==> config.mk <==
export PLATFORM = sky130hd
export DESIGN_NAME = game_ctrl_flat
export DESIGN_NICKNAME = d
export VERILOG_FILES = /design/src/rtl/game_ctrl_if.sv /design/src/rtl/game_ctrl.sv /design/src/flat_wrapper.sv
export SDC_FILE = /design/constraint.sdc
export NUM_CORES = 1
export LEC_CHECK = 0
export CAP_MARGIN = 0
export CORE_MARGIN = 8
export CORE_UTILIZATION = 50
export CTS_CLUSTER_SIZE = 8
export DETAILED_ROUTE_END_ITERATION = 10
export PLACE_DENSITY = 0.89
export SYNTH_ARGS = -nofsm -noshare
export SYNTH_HDL_FRONTEND = slang
export SYNTH_SLANG_ARGS = --single-unit
==> constraint.sdc <==
create_clock -name clk -period 5.61 [get_ports clk]
set_clock_uncertainty 0.2 [all_clocks]
set_input_delay 1.122 -clock clk [delete_from_list [all_inputs] [get_ports clk]]
set_output_delay 1.122 -clock clk [all_outputs]
set_load 0.01 [all_outputs]
==> src/rtl/game_ctrl_if.sv <==
// Signal bundle between the game controller and the rest of the game.
// The slave side is the controller; the master side is the game environment.
interface game_ctrl_if;
    logic        frame_tick;
    logic        btn_flap;
    logic        collision;
    logic [11:0] bird_x;
    logic [11:0] pipe1_x;
    logic [11:0] pipe2_x;
    logic [1:0]  state;
    logic        play_en;
    logic        flap_pulse;
    logic [9:0]  score;
    logic [9:0]  high_score;
    logic        game_over;

    modport master (
        output frame_tick, btn_flap, collision, bird_x, pipe1_x, pipe2_x,
        input  state, play_en, flap_pulse, score, high_score, game_over
    );

    modport slave (
        input  frame_tick, btn_flap, collision, bird_x, pipe1_x, pipe2_x,
        output state, play_en, flap_pulse, score, high_score, game_over
    );
endinterface

==> src/rtl/game_ctrl.sv <==
// Game flow controller: IDLE/PLAY/DYING/OVER sequencing, flap edge detection,
// pipe-pass scoring with saturation and high-score tracking.
module game_ctrl #(
    parameter int DEATH_FRAMES = 30,
    parameter int OVER_HOLD    = 60,
    parameter int PIPE_W       = 80,
    parameter int SCORE_MAX    = 999
) (
    input  logic        clk,
    input  logic        rst_n,
    game_ctrl_if.slave  bus
);

    typedef enum logic [1:0] {
        ST_IDLE  = 2'd0,
        ST_PLAY  = 2'd1,
        ST_DYING = 2'd2,
        ST_OVER  = 2'd3
    } state_e;

    localparam int CNT_MAX = (DEATH_FRAMES > OVER_HOLD) ? DEATH_FRAMES : OVER_HOLD;
    localparam int CNT_W   = $clog2(CNT_MAX + 1);

    state_e             state_r, state_nxt_s;
    logic               flap_pulse_r, flap_nxt_s;
    logic               play_en_r, game_over_r;
    logic [9:0]         score_r, score_nxt_s;
    logic [9:0]         high_r, high_nxt_s;
    logic [CNT_W-1:0]   cnt_r, cnt_nxt_s;
    logic               ahead1_r, ahead2_r, ahead1_nxt_s, ahead2_nxt_s;
    logic               btn_prev_r;
    logic               btn_armed_r;

    logic               press_s;
    logic [12:0]        right1_s, right2_s;
    logic               ahead1_s, ahead2_s;
    logic [1:0]         pass_cnt_s;
    logic [10:0]        score_sum_s;
    logic [9:0]         score_sat_s;

    // A button held through reset release stays disarmed until it is seen low.
    assign press_s = bus.btn_flap & ~btn_prev_r & btn_armed_r;

    // Right edges are formed in 13 bits so a pipe near the screen limit cannot wrap.
    assign right1_s    = {1'b0, bus.pipe1_x} + 13'(PIPE_W);
    assign right2_s    = {1'b0, bus.pipe2_x} + 13'(PIPE_W);
    assign ahead1_s    = (right1_s > {1'b0, bus.bird_x});
    assign ahead2_s    = (right2_s > {1'b0, bus.bird_x});
    assign pass_cnt_s  = {1'b0, ahead1_r & ~ahead1_s} + {1'b0, ahead2_r & ~ahead2_s};
    assign score_sum_s = {1'b0, score_r} + {9'd0, pass_cnt_s};
    assign score_sat_s = (score_sum_s > 11'(SCORE_MAX)) ? 10'(SCORE_MAX) : score_sum_s[9:0];

    // Next-state and next-value logic for the game flow.
    always_comb begin
        state_nxt_s  = state_r;
        flap_nxt_s   = 1'b0;
        score_nxt_s  = score_r;
        high_nxt_s   = high_r;
        cnt_nxt_s    = cnt_r;
        ahead1_nxt_s = ahead1_r;
        ahead2_nxt_s = ahead2_r;
        case (state_r)
            ST_IDLE: begin
                if (press_s) begin
                    state_nxt_s  = ST_PLAY;
                    flap_nxt_s   = 1'b1;
                    score_nxt_s  = 10'd0;
                    ahead1_nxt_s = ahead1_s;
                    ahead2_nxt_s = ahead2_s;
                end else begin
                    state_nxt_s  = ST_IDLE;
                end
            end
            ST_PLAY: begin
                if (bus.frame_tick) begin
                    score_nxt_s  = score_sat_s;
                    ahead1_nxt_s = ahead1_s;
                    ahead2_nxt_s = ahead2_s;
                end else begin
                    score_nxt_s  = score_r;
                end
                // Collision outranks a simultaneous press.
                if (bus.collision) begin
                    state_nxt_s = ST_DYING;
                    cnt_nxt_s   = {CNT_W{1'b0}};
                end else if (press_s) begin
                    flap_nxt_s  = 1'b1;
                end else begin
                    flap_nxt_s  = 1'b0;
                end
            end
            ST_DYING: begin
                if (bus.frame_tick) begin
                    if (cnt_r == CNT_W'(DEATH_FRAMES - 1)) begin
                        state_nxt_s = ST_OVER;
                        cnt_nxt_s   = {CNT_W{1'b0}};
                        high_nxt_s  = (score_r > high_r) ? score_r : high_r;
                    end else begin
                        cnt_nxt_s   = cnt_r + {{(CNT_W-1){1'b0}}, 1'b1};
                    end
                end else begin
                    cnt_nxt_s = cnt_r;
                end
            end
            ST_OVER: begin
                if (press_s && (cnt_r == CNT_W'(OVER_HOLD))) begin
                    state_nxt_s = ST_IDLE;
                end else if (bus.frame_tick && (cnt_r < CNT_W'(OVER_HOLD))) begin
                    cnt_nxt_s   = cnt_r + {{(CNT_W-1){1'b0}}, 1'b1};
                end else begin
                    cnt_nxt_s   = cnt_r;
                end
            end
            default: begin
                state_nxt_s = ST_IDLE;
            end
        endcase
    end

    // State and output registers.
    always_ff @(posedge clk or negedge rst_n) begin
        if (!rst_n) begin
            state_r      <= ST_IDLE;
            flap_pulse_r <= 1'b0;
            play_en_r    <= 1'b0;
            game_over_r  <= 1'b0;
            score_r      <= 10'd0;
            high_r       <= 10'd0;
            cnt_r        <= {CNT_W{1'b0}};
            ahead1_r     <= 1'b0;
            ahead2_r     <= 1'b0;
            btn_prev_r   <= 1'b0;
            btn_armed_r  <= 1'b0;
        end else begin
            state_r      <= state_nxt_s;
            flap_pulse_r <= flap_nxt_s;
            play_en_r    <= (state_nxt_s == ST_PLAY);
            game_over_r  <= (state_nxt_s == ST_OVER);
            score_r      <= score_nxt_s;
            high_r       <= high_nxt_s;
            cnt_r        <= cnt_nxt_s;
            ahead1_r     <= ahead1_nxt_s;
            ahead2_r     <= ahead2_nxt_s;
            btn_prev_r   <= bus.btn_flap;
            btn_armed_r  <= btn_armed_r | ~bus.btn_flap;
        end
    end

    assign bus.state      = state_r;
    assign bus.play_en    = play_en_r;
    assign bus.game_over  = game_over_r;
    assign bus.flap_pulse = flap_pulse_r;
    assign bus.score      = score_r;
    assign bus.high_score = high_r;

endmodule

==> src/flat_wrapper.sv <==
// flat-port wrapper written by rule: the top's interface ports become plain ports
module game_ctrl_flat 
#(
    parameter int DEATH_FRAMES = 30,
    parameter int OVER_HOLD    = 60,
    parameter int PIPE_W       = 80,
    parameter int SCORE_MAX    = 999
)
  (clk, rst_n, bus_frame_tick, bus_btn_flap, bus_collision, bus_bird_x, bus_pipe1_x, bus_pipe2_x, bus_state, bus_play_en, bus_flap_pulse, bus_score, bus_high_score, bus_game_over);
  game_ctrl_if bus_i ();
  input  logic clk;
  input  logic rst_n;
  input wire logic [$bits(bus_i.frame_tick)-1:0] bus_frame_tick;
  input wire logic [$bits(bus_i.btn_flap)-1:0] bus_btn_flap;
  input wire logic [$bits(bus_i.collision)-1:0] bus_collision;
  input wire logic [$bits(bus_i.bird_x)-1:0] bus_bird_x;
  input wire logic [$bits(bus_i.pipe1_x)-1:0] bus_pipe1_x;
  input wire logic [$bits(bus_i.pipe2_x)-1:0] bus_pipe2_x;
  output wire logic [$bits(bus_i.state)-1:0] bus_state;
  output wire logic [$bits(bus_i.play_en)-1:0] bus_play_en;
  output wire logic [$bits(bus_i.flap_pulse)-1:0] bus_flap_pulse;
  output wire logic [$bits(bus_i.score)-1:0] bus_score;
  output wire logic [$bits(bus_i.high_score)-1:0] bus_high_score;
  output wire logic [$bits(bus_i.game_over)-1:0] bus_game_over;
  assign bus_i.frame_tick = bus_frame_tick;
  assign bus_i.btn_flap = bus_btn_flap;
  assign bus_i.collision = bus_collision;
  assign bus_i.bird_x = bus_bird_x;
  assign bus_i.pipe1_x = bus_pipe1_x;
  assign bus_i.pipe2_x = bus_pipe2_x;
  assign bus_state = bus_i.state;
  assign bus_play_en = bus_i.play_en;
  assign bus_flap_pulse = bus_i.flap_pulse;
  assign bus_score = bus_i.score;
  assign bus_high_score = bus_i.high_score;
  assign bus_game_over = bus_i.game_over;
  game_ctrl #(.DEATH_FRAMES(DEATH_FRAMES), .OVER_HOLD(OVER_HOLD), .PIPE_W(PIPE_W), .SCORE_MAX(SCORE_MAX)) u_core (.clk(clk), .rst_n(rst_n), .bus(bus_i));
endmodule
==> results.yml <==
run_status:
  status: "completed"
worst_setup_path:
  slowest_stage: "clkdlybuf4s50_1"
  rrSetupSlack_ps: 2650
  rr_worst_depth: 6
  max_stage_delay_ps: 470
  cp.arrival_ps: 5320
  crit_top_cell: "ha_1"
  worst-path-buf-inv: 2
  crit_type: "input pin to flip-flop"
  start_kind: "input pin"
  path_delay_family: "compound AO/OA/AOI/OAI gates"
  worstPathMaxFanout: 7
  end_kind: "flip-flop"
  worstPathRequired_ps: 5590
  worstPathCellList: "clkdlybuf4s50_1, ha_1, o2111ai_1, xnor2_1, ha_1, a21o_1, a21oi_1, nand3_1, o31ai_1, nand3b_1, fa_1, inv_1, ha_1, and3_1, nand3b_1, a21oi_1, o21ai_1, a31o_2"
  r2r-start: "u_core.bus.score[5]"
  reg2reg_to: "u_core.bus.high_score[6]"
global_routing:
  grt_antenna_before_repair: 0
  overflow: 0
  grt_max_degree: 36
  grt_use_total: 0.186
  grt_pass1_wl_microns: 13100
  first_global_vias: 2903
drt:
  avgViaCountPerCell: 5.95
  wl_per_cell_microns: 16.8
  route.vias.total: 2840
  drc_errors: 0
  drt_wl_total_microns: 8000
  ant_nets: 0
  drt_iter0_markers: 200
  first_pass_iters: 5
clocking:
  post_cts_buffers: 0
  ctsHoldBuffers: 0
  numClockSinks: 35
  clkLatencyLatePin_ps: 290
  cts.root.buffer_cell: "clkbuf_8"
  cts_tree: "built"
  path_clk_slew_ps: 70
  cts-resized-gates: 0
  clk_path_buf_depth: 2
  cts_max_level: 2
  cts-buffers-inserted: 5
floorplan:
  ios: 66
  die_y_microns: 92.8
  die_w_microns: 92.8
  die_area_sq_mm: 0.00862
  core_area_sq_mm: 0.00582
  start_util: 0.508
  num_rows: 28
power:
  power.total_mw: 0.961
  leakage_nw: 1.69
  vdd_ir_drop_max_mv: 0.210
  p_per_area_mw_per_mm2: 254
place:
  dpl_cell_area_sq_mm: 0.00366
  dp.cells: 469
  hpwlAfterDp_microns: 6220
  gp_congestion: 0.912
  pre_cts_slack_ps: 107
  numPortBuffers: 65
sta:
  slew_headroom: 0.488
  layout_setup_ws_ps: 268
  setup_tns_ps: 0
  fin_crit_ps: 5340
  worst_slew_pin_slew_ps: 762
  final-setup-viol-count: 0
  hold_viol_final: 0
  timing.fmax_mhz: 187
  whs_ps: 317
  rsz0062_at_grt: "false"
  slew_viol_final: 0
  fin_crit_sh: 0.952
finish:
  fin_area_sq_mm: 0.00378
  post_route_cells_drive_above_1_share: 0.0672
  fin_nets: 483
  final_cells: 477
  final_util: 0.650
  insertedDiodeCount: 0
  area_delta_synth_final_pct: 28.1
logic_synthesis:
  syn_inst: 337
  syn_area_sq_mm: 0.00295
  async_flop_share: 1.00
  ys.flop_type: "dfrtp_1"
  synth-edff-count: 0
  synth-seq-cells: 35
  synth_area_per_cell_sq_um: 8.76
  synth.area.top_cells: "dfrtp_1 (30%), ha_1 (17%), inv_1 (4.5%)"
  synth_commonest_cells: "ha_1 (40), dfrtp_1 (35), inv_1 (35), a21oi_1 (26), nor2_1 (24)"
  yosysSeqAreaShare: 0.297
  synth_nets: 419
  ys_types: 55
  ys_warn_count: 0
  synth_most_common_cell: "ha_1"
  synth_top_area_cell: "dfrtp_1"
  yosysTopAreaCellShare: 0.297
min_path:
  worst_hold_path.endpoint: "u_core.btn_armed_r"
  worstHoldStart: "u_core.btn_armed_r"
  min_path_type: "flip-flop to flip-flop"
  min_path_cells: 1
flow_run:
  max-cap-violations: 0
## area by class of cell
cell class                 instances  area, sq um
multi-input combinational        258         1910
clock inverter                     2         35.0
fill                             464         2030
timing repair buffer              66          658
clock buffer                       6         82.6
tap                               75         93.8
sequential                        35          876
inverter                          35          131
## layer usage
layer	vias to the layer above	track usage	routed length, microns
li1	1357	-	-
met1	1343	0.211	3220
met2	111	0.330	4000
met3	29	0.0380	516
met4	0	0.0779	259
met5	-	0	0
## worst reg2reg max path, delay by kind of cell (launching register included)
| kind | cells | cell delay, ps |
|---|---|---|
| adder cells (fa/ha/maj) | 1 | 340 |
| AND/OR/NAND/NOR | 1 | 270 |
| flip-flops | 1 | 620 |
| multiplexers | 1 | 420 |
| AO/OA/AOI/OAI | 3 | 990 |
## registers in the layout (all words and copies together) (netlist names)
register,count
u_core.bus.score,10
u_core.bus.flap_pulse,1
u_core.btn_armed_r,1
u_core.bus.play_en,1
u_core.bus.state,2
u_core.bus.high_score,10
u_core.btn_prev_r,1
u_core.ahead1_r,1
u_core.cnt_r,6
u_core.ahead2_r,1
u_core.bus.game_over,1
## power by group
part / total, mW / internal [mW] / switching, mW
sequential: 0.365 / 0.294 / 0.0705
clock: 0.238 / 0.144 / 0.0944
combinational: 0.359 / 0.169 / 0.190
total: 0.961 / 0.607 / 0.355
## cells by family after synthesis
kind of cell / after synthesis / synth area share
multiplexers: 10 / 0.0382
adder cells (fa/ha/maj): 41 / 0.176
AO/OA/AOI/OAI: 90 / 0.211
AND/OR/NAND/NOR: 105 / 0.185
XOR/XNOR: 12 / 0.0356
buffers and inverters: 44 / 0.0577
flip-flops: 35 / 0.297
## worst max-delay path by stage
stage | from | end | slack [ps] | depth (start not counted)
2_1_floorplan | bus_pipe2_x[4] | u_core.bus.score[4] | 1030 | 17
3_3_place_gp | bus_pipe2_x[4] | u_core.bus.score[4] | 340 | 18
3_5_place_dp | bus_pipe1_x[4] | u_core.bus.score[8] | 110 | 17
4_1_cts | bus_pipe1_x[4] | u_core.bus.score[4] | 370 | 18
5_1_grt | bus_pipe1_x[4] | u_core.bus.score[4] | 80 | 18
6_report | bus_pipe1_x[4] | u_core.bus.score[4] | 270 | 18
## cells in the final DEF, fill, tap and decap left out, types with 4 or more instances in the layout
cell             instances
inv_1                   35
nand4_1                  9
clkdlybuf4s50_1         65
nand3_1                 22
dfrtp_1                 35
clkbuf_8                 6
o21ai_0                 18
nand2_1                 19
a21oi_1                 26
mux2_2                  10
nor2_1                  24
nor2b_1                  5
a31oi_1                  6
nand3b_1                 4
and3_1                   4
xnor2_1                 10
o31ai_1                  5
a21o_1                   7
ha_1                    40
No activity file was read; power rests on OpenSTA's default activity.
